===== config.mk =====
export PLATFORM = sky130hd
export DESIGN_NAME = tpu_seq_ctrl
export DESIGN_NICKNAME = d
export VERILOG_FILES = /design/src/rtl/tpu_seq_ctrl.sv
export SDC_FILE = /design/constraint.sdc
export NUM_CORES = 1
export LEC_CHECK = 0
export ABC_AREA = 1
export BUFFER_PORTS_ARGS = -buffer_cell sky130_fd_sc_hd__clkbuf_2
export CORE_UTILIZATION = 44
export CTS_BUF_LIST = sky130_fd_sc_hd__clkbuf_16
export DETAILED_ROUTE_END_ITERATION = 16
export GPL_TIMING_DRIVEN = 0
export MAX_ROUTING_LAYER = met4
export PLACE_DENSITY = 0.83
export SYNTH_ARGS = -nofsm -noshare
export SYNTH_HDL_FRONTEND = slang
export SYNTH_SLANG_ARGS = --single-unit

===== constraint.sdc =====
create_clock -name clk -period 2.4 [get_ports clk]
set_input_delay 0.36 -clock clk [delete_from_list [all_inputs] [get_ports clk]]
set_output_delay 0.36 -clock clk [all_outputs]
set_load 0.01 [all_outputs]

===== src/rtl/tpu_seq_ctrl.sv =====
// Command sequencer for the 8x8 systolic matmul unit: decodes host MMIO
// commands into buffer strobes and runs the fixed-length compute phase.
module tpu_seq_ctrl #(
    parameter int unsigned DIM   = 8,
    parameter int unsigned ADDRW = 16,
    parameter int unsigned DATAW = 64
) (
    input  logic                     clk,
    input  logic                     rst_n,
    input  logic                     cmd_valid,
    output logic                     cmd_ready,
    input  logic                     r_w,
    input  logic [ADDRW-1:0]         addr,
    output logic                     wr_a,
    output logic [$clog2(DIM)-1:0]   a_row,
    output logic                     wr_b,
    output logic                     wr_c,
    output logic                     rd_c,
    output logic [$clog2(DIM)-1:0]   c_row,
    output logic                     c_half,
    output logic                     en_a,
    output logic                     en_b,
    output logic                     en_sa,
    output logic                     busy,
    output logic                     done,
    output logic [DATAW-1:0]         stat_rdata,
    output logic                     stat_valid
);

    localparam int unsigned RW       = $clog2(DIM);
    localparam int unsigned CNTW     = $clog2(3 * DIM);
    localparam logic [CNTW-1:0] CNT_LOAD = CNTW'(3 * DIM - 1);

    localparam logic [0:0] S_IDLE    = 1'b0;
    localparam logic [0:0] S_COMPUTE = 1'b1;

    localparam logic [3:0] REG_A     = 4'd1;
    localparam logic [3:0] REG_B     = 4'd2;
    localparam logic [3:0] REG_C     = 4'd3;
    localparam logic [3:0] REG_START = 4'd4;
    localparam logic [3:0] REG_STAT  = 4'd5;

    logic [0:0]       state_q, state_d;
    logic [CNTW-1:0]  cnt_q, cnt_d;
    logic             done_q, done_d;
    logic             err_q, err_d;
    logic             stat_valid_q;
    logic [DATAW-1:0] stat_rdata_q;
    logic [DATAW-1:0] stat_word;
    logic [3:0]       region;
    logic             start;
    logic             stat_rd;
    logic             bad;
    logic             unused_addr;

    assign region      = addr[11:8];
    assign a_row       = addr[RW+2:3];
    assign c_row       = addr[RW+3:4];
    assign c_half      = addr[3];
    assign unused_addr = ^addr;

    assign busy       = (state_q == S_COMPUTE);
    assign en_a       = busy;
    assign en_sa      = busy;
    assign en_b       = wr_b | busy;
    assign done       = done_q;
    assign stat_valid = stat_valid_q;
    assign stat_rdata = stat_rdata_q;

    // Status snapshot taken from pre-edge state
    always_comb begin
        stat_word       = '0;
        stat_word[0]    = busy;
        stat_word[1]    = done_q;
        stat_word[2]    = err_q;
        stat_word[15:8] = 8'(cnt_q);
    end

    // Command decode, flag updates and next-state logic
    always_comb begin
        state_d   = state_q;
        cnt_d     = cnt_q;
        done_d    = done_q;
        err_d     = err_q;
        cmd_ready = 1'b1;
        wr_a      = 1'b0;
        wr_b      = 1'b0;
        wr_c      = 1'b0;
        rd_c      = 1'b0;
        start     = 1'b0;
        stat_rd   = 1'b0;
        bad       = 1'b0;

        if (state_q == S_COMPUTE) begin
            cmd_ready = (region == REG_STAT);
        end

        if (cmd_valid && cmd_ready) begin
            case (region)
                REG_A:     wr_a = r_w;
                REG_B:     wr_b = r_w;
                REG_C: begin
                    wr_c = r_w;
                    rd_c = ~r_w;
                end
                REG_START: begin
                    if (r_w) start = 1'b1;
                    else     bad   = 1'b1;
                end
                REG_STAT: begin
                    if (!r_w) stat_rd = 1'b1;
                    else      bad     = 1'b1;
                end
                default:   bad = 1'b1;
            endcase
        end

        // Clears first so that same-cycle sets take priority
        if (stat_rd) begin
            done_d = 1'b0;
            err_d  = 1'b0;
        end
        if (bad) begin
            err_d = 1'b1;
        end

        case (state_q)
            S_IDLE: begin
                if (start) begin
                    state_d = S_COMPUTE;
                    cnt_d   = CNT_LOAD;
                    done_d  = 1'b0;
                end
            end
            S_COMPUTE: begin
                if (cnt_q == '0) begin
                    state_d = S_IDLE;
                    done_d  = 1'b1;
                end else begin
                    cnt_d = cnt_q - CNTW'(1);
                end
            end
            default: state_d = S_IDLE;
        endcase
    end

    always_ff @(posedge clk or negedge rst_n) begin
        if (!rst_n) begin
            state_q      <= S_IDLE;
            cnt_q        <= '0;
            done_q       <= 1'b0;
            err_q        <= 1'b0;
            stat_valid_q <= 1'b0;
            stat_rdata_q <= '0;
        end else begin
            state_q      <= state_d;
            cnt_q        <= cnt_d;
            done_q       <= done_d;
            err_q        <= err_d;
            stat_valid_q <= stat_rd;
            if (stat_rd) begin
                stat_rdata_q <= stat_word;
            end
        end
    end

endmodule


======== Yosys cells after proc, flatten, opt, wreduce, memory -nomap -nowiden ========
Index checks and enable logic that the tools add are counted.
Widths: inputs -> output; s select.
storage, ports and cells
  bits of input ports ..................... 20
  output and inout bits ................... 82
  register bits after elaboration ......... 17
operators by class
  bitwise operators ....................... 3
  add/sub/neg operators ................... 1
  reduce and logical (&&, ||, !) cells .... 5
  multiplexer cells ....................... 29
  equal/unequal tests ..................... 7
operators with widths
  operator             number
  $mux 1               23
  $mux 5               2
  $pmux 5 s2           1
  $eq 4x2->1 const B   2
  $eq 4x3->1 const B   2
  $logic_not 5->1      1
  $sub 5x1->5 const B  1
  $eq 4x1->1 const B   1
  $ne 2x2->1 const B   2
  $pmux 1 s2           2
  $pmux 1 s3           1
  $reduce_or 3->1      1
  $not 1->1            2
  $reduce_and 2->1     1
  $reduce_bool 2->1    1
  $logic_and 1x1->1    1
  $or 1x1->1           1

======== Logic depth before layout (Yosys ltp) ========
  depth in word-level cells ............... 7
  mapped depth ............................ 8
  depth with buffers taken out ............ 7

======== Worst setup path after synthesis ========
No wires, ideal clock.
  path kind ............................... register to output
  start point ............................. register state_q (netlist: busy)
  end point ............................... output en_b
  path slack .............................. 0.805 ns
  data arrival time ....................... 1.235 ns
  required time ........................... 2.040 ns
  stages on the path, launching flop included .. 6
  path through ............................ dfrtp_1 -> buf_6 -> inv_6 -> nand2_2 -> nor3_1 -> or2_2
on the way
  word-level cells in the longest chain between the ends .. 4
RTL lines
  item                      line  source
  start: declaration        43    logic [0:0] state_q, state_d;
  start signal: assignment  156   state_q <= state_d;
  $mux 1                    94    if (state_q == S_COMPUTE) begin
  $logic_and 1x1->1         98    if (cmd_valid && cmd_ready) begin
  $mux 1                    98
  via wr_b                  16    output logic wr_b,
  $or 1x1->1                65    assign en_b = wr_b | busy;
  end: declaration          22    output logic en_b,
The timed path passes the listed nets, and every way through them passes these cells.

======== Worst setup path in the final report ========
  start point ............................. register state_q (netlist: busy)
  end point ............................... output en_b
on the way
  word-level cells in the longest chain between the ends .. 4
RTL lines
  item               line
  $mux 1             94
  $logic_and 1x1->1  98
  $mux 1             98
  $or 1x1->1 (*)     65
Mark *: on every way between the ends. The rest lies on a longest branch, timed or not.

==> results.json <==
{
  "synth_mux_area_frac": 0,
  "cts_setup_buffers": 0,
  "ys_types": 25,
  "ant_nets": 0,
  "r2r_start": "cnt_q[0]$_DFFE_PN0P_",
  "pwr-share-clk": 0.254,
  "seqPwrFrac": 0.319,
  "synth_commonest_cells": "buf_4 (65), nand2_1 (32), dfrtp_1 (17)",
  "clk_pin_slew_ns": 0.05,
  "synth-async-reset-ratio": 1.00,
  "outcome": "complete, no violations",
  "hold_buffers": 0,
  "critPathKind": "reg2out",
  "min_period_ns": 1.78,
  "antennaDiodeCount": 0,
  "avgRoutedWirePerCell_microns": 7.44,
  "syn-cell-area_sq_um": 1420,
  "initial_utilization": 0.466,
  "hold_violations": 0,
  "grt_max_degree": 18,
  "syn_inst": 174,
  "syn_to_final_growth_pct": 35.5,
  "clock_latency_ns": 0.25,
  "ys_seq_elements": 17,
  "post_drt_via_cell_ratio": 3.65,
  "fmax_mhz": 561,
  "synth_top_family_by_area": "buffers and inverters",
  "worst_ep_required_time_ns": 2.04,
  "dp_cells": 306,
  "finalSetupViolations": 0,
  "hpwl_microns": 1970,
  "firstDrtPassIters": 4,
  "hold_path.class": "in2async",
  "power_frac_comb": 0.426,
  "drtIter0Drc": 15,
  "dp_slack_ns": 0.845,
  "postLayoutSetupSlackWorst_ns": 0.617,
  "num_io_pins": 102,
  "clock-root-buffer": "clkbuf_16",
  "internal_power_mw": 0.817,
  "grt_pass1_vias": 963,
  "ys_seq_area_frac": 0.299,
  "yosysTopAreaCell": "buf_4",
  "p_leak_nw": 1.19,
  "die_w_microns": 58.9,
  "switching_share": 0.356,
  "h-tree-depth": 1,
  "clockBufferDepth": 2,
  "drc": 0,
  "start_kind": "register",
  "synth-edff-count": 0,
  "timing.final.crit_share": 0.743,
  "rows": 20,
  "synth_most_common_cell": "buf_4",
  "tns_ns": 0,
  "synthSimpleGateAreaFrac": 0.228,
  "rrSetupSlack_ns": 1.02,
  "finalNonFillerCells": 310,
  "grt_pass1_wl_microns": 3850,
  "synthXorXnorAreaFrac": 0,
  "vdd_drop_max_mv": 0.253,
  "yosysWarnings": 0,
  "p_per_area_nw_per_um2": 658,
  "die_area_sq_um": 3460,
  "gr-total-overflow": 0,
  "core_area_sq_um": 3050,
  "fin_nets": 288,
  "maxCapViolations": 0,
  "syn_avg_cell_area_sq_um": 8.18,
  "cts_tree": "built",
  "p_switching_mw": 0.451,
  "reg2reg_to": "cnt_q[2]$_DFFE_PN0P_",
  "grt_antenna_before_repair": 0,
  "cp.arrival_ns": 1.42,
  "fill_cells": 273,
  "timing.critical_path.to_type": "primary output",
  "routed_wl_microns": 2310,
  "io_buffers": 33,
  "track_usage": 0.149,
  "synthAdderAreaFrac": 0.00880,
  "vias": 1133,
  "synth.area.top_cells": "buf_4 (34%), dfrtp_1 (30%), nand2_1 (8.4%)",
  "clock-sinks": 17,
  "gp_congestion": 0.831,
  "r2r_cells": 7,
  "slew_violations": 0,
  "skew_ns": 0.00181,
  "rsz0062_at_grt": "no",
  "crit_path_max_fanout": 8,
  "synth-compound-area-share": 0.0677,
  "synth_top_area_share": 0.343,
  "die_h_microns": 58.9,
  "cts_made_buffers": 3,
  "drive_gt1_frac": 0.485,
  "ys.flop_type": "dfrtp_1",
  "post_cts_resized": 0,
  "design_power_total_mw": 1.27
}
-- cell type report --
class	instances	area, sq um	area share
plain buffers	67	510	0.265
clock buffers	3	75.1	0.0389
clock inverters	1	3.75	0.00195
inverters	12	50.0	0.0260
multi-input cells	133	643	0.334
flip-flops and latches	17	425	0.221
well taps	44	55.1	0.0286
repair buffers	33	165	0.0857
-- layer usage --
| layer | wire (microns) | global-route usage | up-vias |
|---|---|---|---|
| li1 | - | - | 605 |
| met1 | 967 | 0.168 | 468 |
| met2 | 1130 | 0.261 | 56 |
| met3 | 166 | 0.0154 | 4 |
| met4 | 46 | 0.0714 | 0 |
| met5 | 0 | - | - |
-- flip-flops by register name, summed over array words and instances, names as in the netlist --
name        cells
busy            1
err_q           1
stat_valid      1
done            1
cnt_q           5
stat_rdata      8
-- worst max path at each step --
stage                     cells after the start  endpoint  slack [ns]            from
final                                         6      en_b        0.62  busy$_DFF_PN0_
after global routing                          6      en_b        0.48  busy$_DFF_PN0_
after CTS                                     6      en_b        0.58  busy$_DFF_PN0_
after detailed placement                      6      en_b        0.84        addr[11]
after global placement                        6      en_b        0.88  busy$_DFF_PN0_
after floorplan                               5      en_b        0.81  busy$_DFF_PN0_
-- critical path, cell delays in order (launching register included) --
cell	delay, ns
dfrtp_1	0.41
buf_6	0.16
inv_6	0.07
nand2_2	0.05
nor3_1	0.22
or2_2	0.14
clkbuf_2	0.12
-- cell usage in the layout (no fill, tap or decap), types with 2 or more instances in the layout --
master and n:
nand3_1 7, conb_1 56, nor2_1 6, nand2_1 32, buf_4 65, o21ai_2 9, buf_6 2, or2_2 4
nor3_1 3, nor2_2 2, dfrtp_1 17, inv_1 11, clkbuf_16 3, clkbuf_2 33, nand2_2 4
-- stage by stage --
stage | util | hold slack [ns] | cell area, sq um
2_1_floorplan | - | 0.0644 | 1630
3_3_place_gp | 0.606 | 0.307 | 1850
3_5_place_dp | 0.606 | 0.308 | 1850
4_1_cts | 0.632 | 0.0459 | 1930
5_1_grt | 0.632 | 0.0737 | 1930
6_report | 0.632 | 0.0358 | 1930
-- kinds of logic (layout without fill, tap and decap cells) --
group	Yosys count	after routing
other	1	56
buffers and inverters	79	116
AO/OA/AOI/OAI	12	12
adder cells (fa/ha/maj)	1	1
flip-flops	17	17
AND/OR/NAND/NOR	64	64
-- power by group through the flow --
stage                     combinational (mW)  sequential (mW)  clock [mW]
after CTS                              0.545            0.407       0.328
final                                  0.541            0.405       0.322
after global placement                 0.523            0.407           0
after floorplan                        0.393            0.422           0
after detailed placement               0.532            0.410           0
after global routing                   0.607            0.415       0.347
No activity file was read; power rests on OpenSTA's default activity.
